===== src/rtl/fetch_ctrl.sv =====
// Instruction fetch controller: one outstanding imem request, a single-entry
// buffer towards ID, redirect squashing. Optional timeout flag under FETCH_TIMEOUT_EN.
module fetch_ctrl #(
  parameter int TIMEOUT_CYCLES = 16
) (
  input  logic        clk,
  input  logic        rst,
  input  logic        stall_id,
  input  logic        redirect,
  output logic        imem_req,
  input  logic        imem_gnt,
  input  logic        imem_rvalid,
  input  logic [31:0] imem_rdata,
  output logic        pc_en,
  output logic        if_valid,
  output logic [31:0] if_instr,
  output logic        fetch_err
);

  localparam logic [1:0] ST_FETCH = 2'd0;
  localparam logic [1:0] ST_WAIT  = 2'd1;
  localparam logic [1:0] ST_DRAIN = 2'd2;

  if (TIMEOUT_CYCLES < 2 || TIMEOUT_CYCLES > 255) begin : g_bad_timeout
    $error("fetch_ctrl: TIMEOUT_CYCLES must be within 2..255");
  end

  logic [1:0]  state_q, state_d;
  logic        if_valid_q, if_valid_d;
  logic [31:0] if_instr_q, if_instr_d;
  logic        load;

  always_comb begin
    // Requests only when the buffer is free or being consumed this cycle.
    imem_req = ~rst & (state_q == ST_FETCH) & ~redirect & (~if_valid_q | ~stall_id);
    pc_en    = ~rst & (redirect | ((state_q == ST_WAIT) & imem_rvalid));
    load     = (state_q == ST_WAIT) & imem_rvalid & ~redirect;

    state_d = state_q;
    case (state_q)
      ST_FETCH: if (imem_req & imem_gnt) state_d = ST_WAIT;
      ST_WAIT: begin
        if (imem_rvalid)   state_d = ST_FETCH;
        else if (redirect) state_d = ST_DRAIN;
      end
      ST_DRAIN: if (imem_rvalid) state_d = ST_FETCH;
      default:  state_d = ST_FETCH;
    endcase

    if (load)                      if_valid_d = 1'b1;
    else if (redirect | ~stall_id) if_valid_d = 1'b0;
    else                           if_valid_d = if_valid_q;

    if_instr_d = load ? imem_rdata : if_instr_q;
  end

  always_ff @(posedge clk) begin
    if (rst) begin
      state_q    <= ST_FETCH;
      if_valid_q <= 1'b0;
      if_instr_q <= 32'h0;
    end else begin
      state_q    <= state_d;
      if_valid_q <= if_valid_d;
      if_instr_q <= if_instr_d;
    end
  end

  assign if_valid = if_valid_q;
  assign if_instr = if_instr_q;

`ifdef FETCH_TIMEOUT_EN
  localparam logic [7:0] TMO_LIMIT = 8'(TIMEOUT_CYCLES);

  logic [7:0] tmo_cnt_q, tmo_cnt_d;
  logic       fetch_err_q, fetch_err_d;

  always_comb begin
    // Counts consecutive waiting cycles; any response ends the wait.
    tmo_cnt_d = tmo_cnt_q;
    if ((state_q == ST_FETCH) | imem_rvalid) tmo_cnt_d = 8'h0;
    else if (tmo_cnt_q != 8'hFF)             tmo_cnt_d = tmo_cnt_q + 8'h1;
    fetch_err_d = fetch_err_q | (tmo_cnt_d == TMO_LIMIT);
  end

  always_ff @(posedge clk) begin
    if (rst) begin
      tmo_cnt_q   <= 8'h0;
      fetch_err_q <= 1'b0;
    end else begin
      tmo_cnt_q   <= tmo_cnt_d;
      fetch_err_q <= fetch_err_d;
    end
  end

  assign fetch_err = fetch_err_q;
`else
  assign fetch_err = 1'b0;
`endif

endmodule


===== config.mk =====
export PLATFORM = sky130hd
export DESIGN_NAME = fetch_ctrl
export DESIGN_NICKNAME = d
export VERILOG_FILES = /design/src/rtl/fetch_ctrl.sv
export SDC_FILE = /design/constraint.sdc
export NUM_CORES = 1
export LEC_CHECK = 0
export CAP_MARGIN = 30
export CORE_MARGIN = 1.5
export CORE_UTILIZATION = 39
export CTS_BUF_LIST = sky130_fd_sc_hd__clkbuf_4 sky130_fd_sc_hd__clkbuf_8 sky130_fd_sc_hd__clkbuf_16
export CTS_CLUSTER_DIAMETER = 40
export DETAILED_ROUTE_END_ITERATION = 8
export PLACE_DENSITY = 0.87
export SYNTH_ARGS = -nofsm -noshare
export SYNTH_HDL_FRONTEND = slang
export SYNTH_SLANG_ARGS = --single-unit

===== constraint.sdc =====
create_clock -name clk -period 1.21 [get_ports clk]
set_input_delay 0.1815 -clock clk [delete_from_list [all_inputs] [get_ports clk]]
set_output_delay 0.1815 -clock clk [all_outputs]
set_load 0.02 [all_outputs]

[Word-level counts from Yosys, hierarchy flattened]
Index checks and enable logic that the tools add are counted.
Word-level totals
  output and inout port bits: 36
  memories kept: 0
  word-level logic and storage cells: 32
  input bits: 38
  bits in latches: 0
  memory bits (writable): 0
  ROM bits: 0
  flip-flop bits (word level): 35
Cells by class
  $lt $le $gt $ge: 0
  div/mod/pow operators: 0
  $add $sub $neg: 0
  $mul: 0
  bitwise gates (word level): 14
  equality and inequality tests: 5
  mux-type cells: 7
  reductions and logical operators: 3
  shift-type cells: 0
Operators by type and width (count)
  2-bit 2-to-1 mux: 4
  1-bit AND: 7
  2-bit one-hot mux with 3 select lines: 1
  1-bit inverter: 4
  3-bit inequality test (second input constant): 1
  1-bit bitwise OR: 3
  3-bit AND reduction: 1
  2-bit by 1-bit == test with 1-bit output (second input constant): 1
  2-bit == test (second input constant): 1
  2-bit logical NOT: 1
  1-bit 2-to-1 mux: 2
  2-bit by 1-bit inequality test with 1-bit output (second input constant): 1
  2-bit inequality test (second input constant): 1
  2-bit nonzero test: 1

[Longest topological paths before layout]
  word-level depth: 7
  mapped depth: 5
  mapped depth without buffers: 3

[Least setup slack after synthesis]
No wires, ideal clock.
  kind: register -> output
  start: register state_q[1]
  end: output port imem_req
  arrival time: 1.220 ns
  buffers on the path: 0
  slack: -0.191 ns
  data required time: 1.028 ns
  stages on the path, launching flop included: 3
  path through: dfxtp_1 or3_1 nor3b_1
Between the ends
  cells in the longest elaborated chain, start to end: 4
RTL lines
  start, declared: RTL line 28  | logic [1:0] state_q, state_d;
  start signal, assigned: RTL line 63  | state_q <= state_d;
  2-bit logical NOT: RTL line 35  | imem_req = ~rst & (state_q == ST_FETCH) & ~redirect & (~if_valid_q | ~stall_id);
  1-bit AND (3 in series): RTL line 35
  end, declared: RTL line 10  | output logic imem_req,
Every way passes these cells.

[Final worst setup path]
Same ends and word-level chain as after synthesis.

==> out/results.md <==
| Item | Reported |
| --- | --- |
| Commonest non-fill, non-tap cell in the layout | sky130_fd_sc_hd__nand2_1 |
| Die X-Extent | 64.58 microns |
| Crit path buf inv count | 1 |
| NumNets Final | 281 |
| P_sw | 0.5301 mW |
| Ordered cell list for the critical path | or3_4, nor3b_4, buf_6 |
| Insertion delay of the later-clocked pin in the worst-skew pair | 0.27 ns |
| Critical path class | reg2out |
| TritonCTS clock tree | built |
| Total count of max-transition violations in the final report | 0 |
| Hold WC Path Type | in2reg |
| Global route hottest layer | met2 |
| Drt drc | 0 |
| Type of origin of the critical path | register |
| FF/Latch Area | 701.9 sq um |
| Library cell used as clock root buffer | sky130_fd_sc_hd__clkbuf_8 |
| Unrepaired setup endpoints after global routing | true |
| TritonRoute pass-1 iters | 5 |
| Register clock-pin slew on the reported worst setup and hold paths | 0.07 ns |
| Post-route clock skew | 0.002550 ns |
| Warnings from Yosys | 0 |
| Max-Cap Viols | 0 |
| Min Tclk post-route | 1.489 ns |
| Detailed placer's ending HPWL | 2272 microns |
| Final period util | 1.231 |
| Worst setup EP type | output pin |
| Largest net degree at the start of global routing | 35 |
| Die footprint | 4171 sq um |
| GRT met3 Usage | 0.04861 |
| Avg WL per Cell | 12.21 microns |
| Run status | complete, but fails checks |
| Final std cells w/o fill | 292 |
| Data arrival time of the worst path | 1.31 ns |
| Violated checks | negative setup slack |
| Global-route wire length before repair | 5906 microns |
| Average size of a mapped cell | 9.186 sq um |
| Hold slack final | 0.2241 ns |
| Weighted congestion at the end of routability-driven global placement | 0.7693 |
| Worst supply voltage drop on vdd | 0.6649 mV |
| Post-layout util | 0.6791 |
| Largest incremental delay on the critical path | 0.39 ns |
| CP max-delay cell | sky130_fd_sc_hd__or3_4 |
| Area Growth Syn to Fin | 68.10% |
| Via density per instance | 4.613 |
| Crit-path leading delay family | simple AND/OR/NAND/NOR gates |
| Number of global-route vias before repair | 1359 |
| Comb pwr share | 0.124 |
| Die span in y | 64.58 microns |
| Portion of total power attributed to sequential cells | 0.462 |
| Mapped Nets | 199 |
| Slew at the pin closest to its max-slew limit | 0.5378 ns |
| Cell-internal power | 2.016 mW |
| Leak | 1.016 nW |
| Power density of the placed cells | 1024 nW/um^2 |
| Footprint of the multi-input gates | 714.4 sq um |
| Post-layout worst setup margin | -0.2793 ns |
| # placed instances | 280 |
| Required @ worst endpoint | 1.03 ns |
| Effective utilization at floorplan | 0.4040 |
| Post-Synthesis Cells | 161 |
| # port buffers | 72 |
| CTS Buf Count | 5 |
| Part of the Yosys area used for sequential elements | 0.4738 |
| Number of failing setup endpoints in the final timing report | 34 |
| Sum of negative setup slack | -2.271 ns |
| Area of the core | 3661 sq um |
| Synthesized cell area | 1479 sq um |
| Row count | 22 |
| Number of vias after detailed routing | 1347 |
| Dpl ws | -0.7683 ns |
| Yosys reg bits | 35 |
| DRT Wirelength | 3565 microns |
| Number of antenna violations at the first check in global routing | 0 |
| Clock sink count | 35 |
| Synth cell types | 21 |
| Clk pwr share | 0.415 |
| Global Route Usage Sum | 0.1813 |
| Number of hold violations in the final report | 0 |
| Maximum clock frequency | 0.6715 GHz |
| Met1 capacity usage during global routing | 0.2061 |
| ANT nets after route | 0 |
| I/O pin count | 74 |
| Number of antenna diodes | 0 |
| Fraction of final layout cells with drive strength greater than 1 | 0.3607 |
| Highest-count cells in the layout ignoring fill and taps | sky130_fd_sc_hd__nand2_1 (41), sky130_fd_sc_hd__dfxtp_1 (34), sky130_fd_sc_hd__clkdlybuf4s50_1 (34), sky130_fd_sc_hd__dlygate4sd2_1 (33), sky130_fd_sc_hd__a21oi_2 (31) |
| Met2 demand-to-capacity share in global routing | 0.3320 |
| Number of filler instances in the final layout | 320 |
| Initial detailed-routing violation count | 79 |
| Crit-path max FO | 2 |
| Share of total power consumed by net switching | 0.2082 |
| Max-slew headroom at the worst pin | 0.6415 |
| Clock buffer depth | 2 |
| Maximum level of the CTS H-tree | 2 |
| Total congestion overflow | 0 |
==> power by group through the flow <==
stage	Clock [mW]	Combinational [mW]	Sequential [mW]
2_1_floorplan	0	0.0974	1.22
4_1_cts	1.09	0.312	1.17
6_report	1.06	0.315	1.18
3_5_place_dp	0	0.301	1.20
5_1_grt	1.15	0.336	1.18
3_3_place_gp	0	0.299	1.20
==> cells by family after synthesis <==
kind of cell / synth area share
compound gates: 0.1997
buf+inv: 0.07276
flops: 0.4738
other cells: 0.002536
simple gates: 0.2513
==> sequential cells by signal, summed over array words and instances, names as in the netlist <==
| signal | count |
|---|---|
| if_instr | 32 |
| state_q | 2 |
| if_valid | 1 |
==> Yosys cell counts (all sizes together) <==
cell type	n	share of area
nand4bb	1	0.0076
conb	1	0.0025
clkbuf	2	0.0051
nand3b	1	0.0051
a21oi	35	0.19
nor3b	1	0.0051
buf	11	0.068
or3	1	0.0042
nor2	1	0.0025
nor2b	2	0.0085
or2b	1	0.0051
and4bb	1	0.0085
dfxtp	35	0.47
nor3	1	0.0034
a211oi	1	0.0051
nand2	66	0.20
==> worst paths after layout <==
kind / to / startpoint / cells after the start / slack [ns]
setup / recovery: imem_req / state_q[1]$_SDFFE_PP0P_ / 3 / -0.28
hold / removal: state_q[0]$_SDFFE_PP0P_ / rst / 3 / 0.22
setup reg to reg: if_instr[21]$_SDFFE_PP0P_ / state_q[1]$_SDFFE_PP0P_ / 6 / -0.08
hold reg to reg: if_instr[9]$_SDFFE_PP0P_ / if_instr[9]$_SDFFE_PP0P_ / 2 / 0.46
==> final cells by class <==
type                    instances  share of cell area
clock buffers                   6             0.03322
well taps                      48             0.02416
multi-input cells             113              0.2874
flip-flops and latches         35              0.2823
repair buffers                 88              0.3588
clock inverters                 2             0.01409
==> routing by layer <==
metal / part of all wire / routed length, microns
met1: 0.42 / 1506
met5: 0 / 0
met2: 0.52 / 1845
met3: 0.054 / 194
met4: 0.0050 / 18
==> through the flow <==
stage          power, mW  instance area, sq um
2_1_floorplan      1.318                  1490
3_3_place_gp       1.500                  2273
3_5_place_dp       1.503                  2273
4_1_cts            2.573                  2464
5_1_grt            2.660                  2486
6_report           2.547                  2486
==> worst min-delay path, stage by stage <==
cell and delay [ns]:
sky130_fd_sc_hd__buf_2 0.10, sky130_fd_sc_hd__or3_4 0.13, sky130_fd_sc_hd__a21oi_1 0.04
==> repair_timing <==
action | in CTS | in global routing
resized for setup | 51 | 11
pin swaps | 2 | 4
setup buffers | 2 | 1
endpoints found under the setup margin | 67 | 34
hold buffers | 0 | 0
cloned | 2 | 0
(Power assumes the default switching activity.)
